`config.mk`:
```
export PLATFORM = sky130hd
export DESIGN_NAME = a0_trace_fifo
export DESIGN_NICKNAME = d
export VERILOG_FILES = /design/src/rtl/a0_trace_fifo.sv
export SDC_FILE = /design/constraint.sdc
export NUM_CORES = 1
export LEC_CHECK = 0
export ABC_CLOCK_PERIOD_IN_PS = 8300
export CORE_MARGIN = 2
export CORE_UTILIZATION = 35
export CTS_CLUSTER_SIZE = 30
export DETAILED_ROUTE_END_ITERATION = 6
export HOLD_SLACK_MARGIN = 0.08
export PLACE_DENSITY = 0.51
export SYNTH_ARGS = -nofsm -noshare
export SYNTH_HDL_FRONTEND = slang
export SYNTH_SLANG_ARGS = --single-unit
```
`constraint.sdc`:
```
create_clock -name clk -period 8.3 [get_ports clk]
set_clock_uncertainty 0.15 [all_clocks]
set_input_delay 2.075 -clock clk [delete_from_list [all_inputs] [get_ports clk]]
set_output_delay 2.075 -clock clk [all_outputs]
set_load 0.05 [all_outputs]
```
`src/rtl/a0_trace_fifo.sv`:
```
// Watches the CPU a0 register and queues each new value with its capture cycle.
// The consumer drains the queue over valid/ready; the CPU is never stalled.
module a0_trace_fifo #(
  parameter int DEPTH = 16,
  parameter int TS_W  = 16
) (
  input  logic                     clk,
  input  logic                     rst,
  input  logic                     en,
  input  logic [31:0]              a0,
  output logic                     out_valid,
  input  logic                     out_ready,
  output logic [31:0]              out_data,
  output logic [TS_W-1:0]          out_ts,
  output logic [$clog2(DEPTH):0]   count,
  output logic                     overflow,
  output logic [7:0]               drop_cnt
);
  localparam int AW = $clog2(DEPTH);
  localparam logic [AW:0]     PTR_ONE = 1;
  localparam logic [TS_W-1:0] TS_ONE  = 1;

  typedef struct packed {
    logic [31:0]     data;
    logic [TS_W-1:0] ts;
  } entry_t;

  entry_t          mem [DEPTH];
  logic [AW:0]     wptr, rptr;
  logic [31:0]     prev_a0;
  logic [TS_W-1:0] ts;
  logic            chg, full, empty, pop, push, drop;
  entry_t          head;

  // Pointers carry one extra wrap bit so full and empty are distinguishable.
  assign empty = (wptr == rptr);
  assign full  = (wptr[AW] != rptr[AW]) && (wptr[AW-1:0] == rptr[AW-1:0]);

  assign chg  = en && (a0 != prev_a0);
  assign pop  = !empty && out_ready;
  assign push = chg && (!full || pop);
  assign drop = chg && full && !pop;

  assign head      = mem[rptr[AW-1:0]];
  assign out_valid = !empty;
  assign out_data  = head.data;
  assign out_ts    = head.ts;
  assign count     = wptr - rptr;

  always_ff @(posedge clk) begin
    if (rst) begin
      prev_a0  <= '0;
      ts       <= '0;
      wptr     <= '0;
      rptr     <= '0;
      overflow <= 1'b0;
      drop_cnt <= '0;
    end else begin
      if (en) begin
        prev_a0 <= a0;
        ts      <= ts + TS_ONE;
      end
      if (push) wptr <= wptr + PTR_ONE;
      if (pop)  rptr <= rptr + PTR_ONE;
      // prev_a0 still tracks a dropped value so it is not re-captured later.
      if (drop) begin
        overflow <= 1'b1;
        if (drop_cnt != 8'hff) drop_cnt <= drop_cnt + 8'd1;
      end
    end
  end

  // Storage needs no reset: entries are only visible once the pointers advance.
  always_ff @(posedge clk) begin
    if (push) mem[wptr[AW-1:0]] <= '{data: a0, ts: ts};
  end

endmodule

```
==> reports/summary.txt <==
critical path capture point type: output pin
Post-Syn Nets: 1486
grt total ovfl: 0
Seq. cell area: 24500 sq um
initial antenna violation count: 4
pwr/cell area: 264.5 nW/um^2
LEAKAGE: 11.72 nW
Detailed Place HPWL: 38.14 mm
most common cell after layout, fill and taps aside: edfxtp_1
RSZ-0062 raised after global routing: false
Chip Width: 307.2 um
Power, Total: 9.945 mW
Core ar.: 91390 sq um
setup TNS: 0 ps
critical path startpoint category: flop
endpoints failing hold: 0
CP arrival: 4060 ps
vias per cell: 5.188
drt pass-1 iters: 5
I/O pin total: 99
DRT antenna net count: 0
Core Rows: 111
CTS tree: yes
Synth top area share: 0.7168
Hold Buf Count CTS: 0
Final setup viols: 0
Max-Cap Viols: 0
Clock Latency Late Sink: 640 ps
post-synth top area cell: edfxtp_1
WL/cell: 26.05 um
Nets: 1630
Yosys cell types: 36
multi-input logic area: 7438 sq um
Synth Register Bits: 839
sequential share of the synthesized area: 0.7610
Final Util: 0.4115
via count: 14749
full die area: 94360 sq um
commonest cells after routing, fill and taps aside: edfxtp_1 (768), mux4_2 (240), clkdlybuf4s50_1 (96), clkbuf_16 (93), dfxtp_1 (67)
routability congestion estimate: 0.6940
min cycle time layout: 6288 ps
Die Y: 307.2 um
WL final: 74.05 mm
Post-Synthesis Cells: 1438
HP Class: flop to flop
Overall Global Routing Usage: 0.1583
number of global-route vias before repair: 15544
Initial Util: 0.3520
Worst-path clk slew: 60 ps
Buffers on Ports: 98
Post-synth top flop: edfxtp_1
H-Tree Depth: 3
Post-synth EDFFs: 768
fillers: 8046
Max Clk Rate: 159.0 MHz
CP required: 6080 ps
DRT iter0 DRCs: 1148
critical path class: flop to output pin
Warnings, synthesis: 0
Synth area leaders: edfxtp_1 (72%), mux4_2 (17%), dfxtp_1 (4.4%), xnor2_1 (1.2%), mux2i_1 (1.1%)
first-pass GRT wire length: 108.1 mm
Peak VDD IR: 159.5 uV
Worst-Margin Slew: 1144 ps
status: complete, no violations
Max Slew Vio Count: 0
Period Utilization, post-route: 0.7576
Crit Path Max Fanout: 43
Clock Sinks: 839
Max transition margin: 0.2371
clk buf depth: 3
Async S/R FF share, synth: 0
Post-CTS Resized: 0
Area Growth Syn to Fin: 16.88%
Mapped Avg Cell Area: 22.37 sq um
total inserted antenna cells: 0
root buf cell: clkbuf_16
CTS Buf Count: 90
final hold slack: 304.8 ps
cell area after synthesis: 32170 sq um
postcts setup bufs: 0
layout cells sized above 1: 0.2541
largest net degree at the start of global routing: 75
DRC violations left: 0
[path summary, 6_finish.rpt]
check / startpoint / end / slack (ps) / cells after the start
worst max-delay path: flop / out_ts[12] / 2010 / 4
worst min-delay path: overflow / overflow / 300 / 2
worst max register to register: prev_a0[22] / mem[7][28] / 4470 / 7
worst min register to register: overflow / overflow / 300 / 2
[registers in the layout (all words and copies together), names as in the netlist, named ones only]
signal	cells
prev_a0	32
mem	768
ts	16
overflow	1
drop_cnt	8
wptr	5
rptr	5
[power breakdown]
group	internal, mW	switching, mW
Combinational	0.564	0.687
Clock	2.36	1.60
Sequential	4.66	0.0730
Total	7.58	2.36
[cells in the mapped netlist, drive strengths merged (6+ instances only)]
master / n
xor2: 11
nand4: 19
mux4: 240
inv: 11
dfxtp: 71
edfxtp: 768
a21oi: 10
xnor2: 45
nor2: 65
buf: 30
mux2i: 34
nand3: 6
nand2: 9
clkbuf: 41
and3: 16
nor2b: 8
ha: 11
[cell type report]
type                    count  share of cell area
clock inverters            43             0.01188
clock buffers             124             0.06578
flip-flops and latches    839              0.6515
repair buffers            123             0.03247
inverters                  11            0.001098
multi-input cells         517              0.1978
well taps                1186             0.03946
[layer usage]
metal / vias up / routed length, um / track usage
met3: 101 / 3424 / 0.02588
li1: 6306 / - / -
met5: - / 34 / 0
met1: 7996 / 32990 / 0.2192
met2: 340 / 36010 / 0.2585
met4: 6 / 1600 / 0.04719
[cell families (layout without fill, tap and decap cells)]
family	count (synthesis)	count (layout)	share of synthesized area
DFF	839	839	0.7610
muxes	279	279	0.1803
and+or+nand+nor	151	151	0.02435
buffers and inverters	82	301	0.01073
xor gates and xnor gates	56	56	0.01525
AOI/OAI and AO/OA	19	19	0.003422
adders and majority gates	12	12	0.004900
[metrics by stage]
stage               instance area, sq um  cells  worst slack, ps
floorplan                          32180   1438             1307
global placement                   34680   2676             1764
detailed placement                 34680   2676             1673
CTS                                37600   2843             1800
global route                       37600   2843             1693
finish                             37600   2843             2012
[worst max-delay path: stages, from the launching register on]
cell and delay (ps):
dfxtp_4 1000, buf_4 580, mux4_2 580, mux4_2 530
clkdlybuf4s50_1 730
Power figures use the tool's default switching activity.
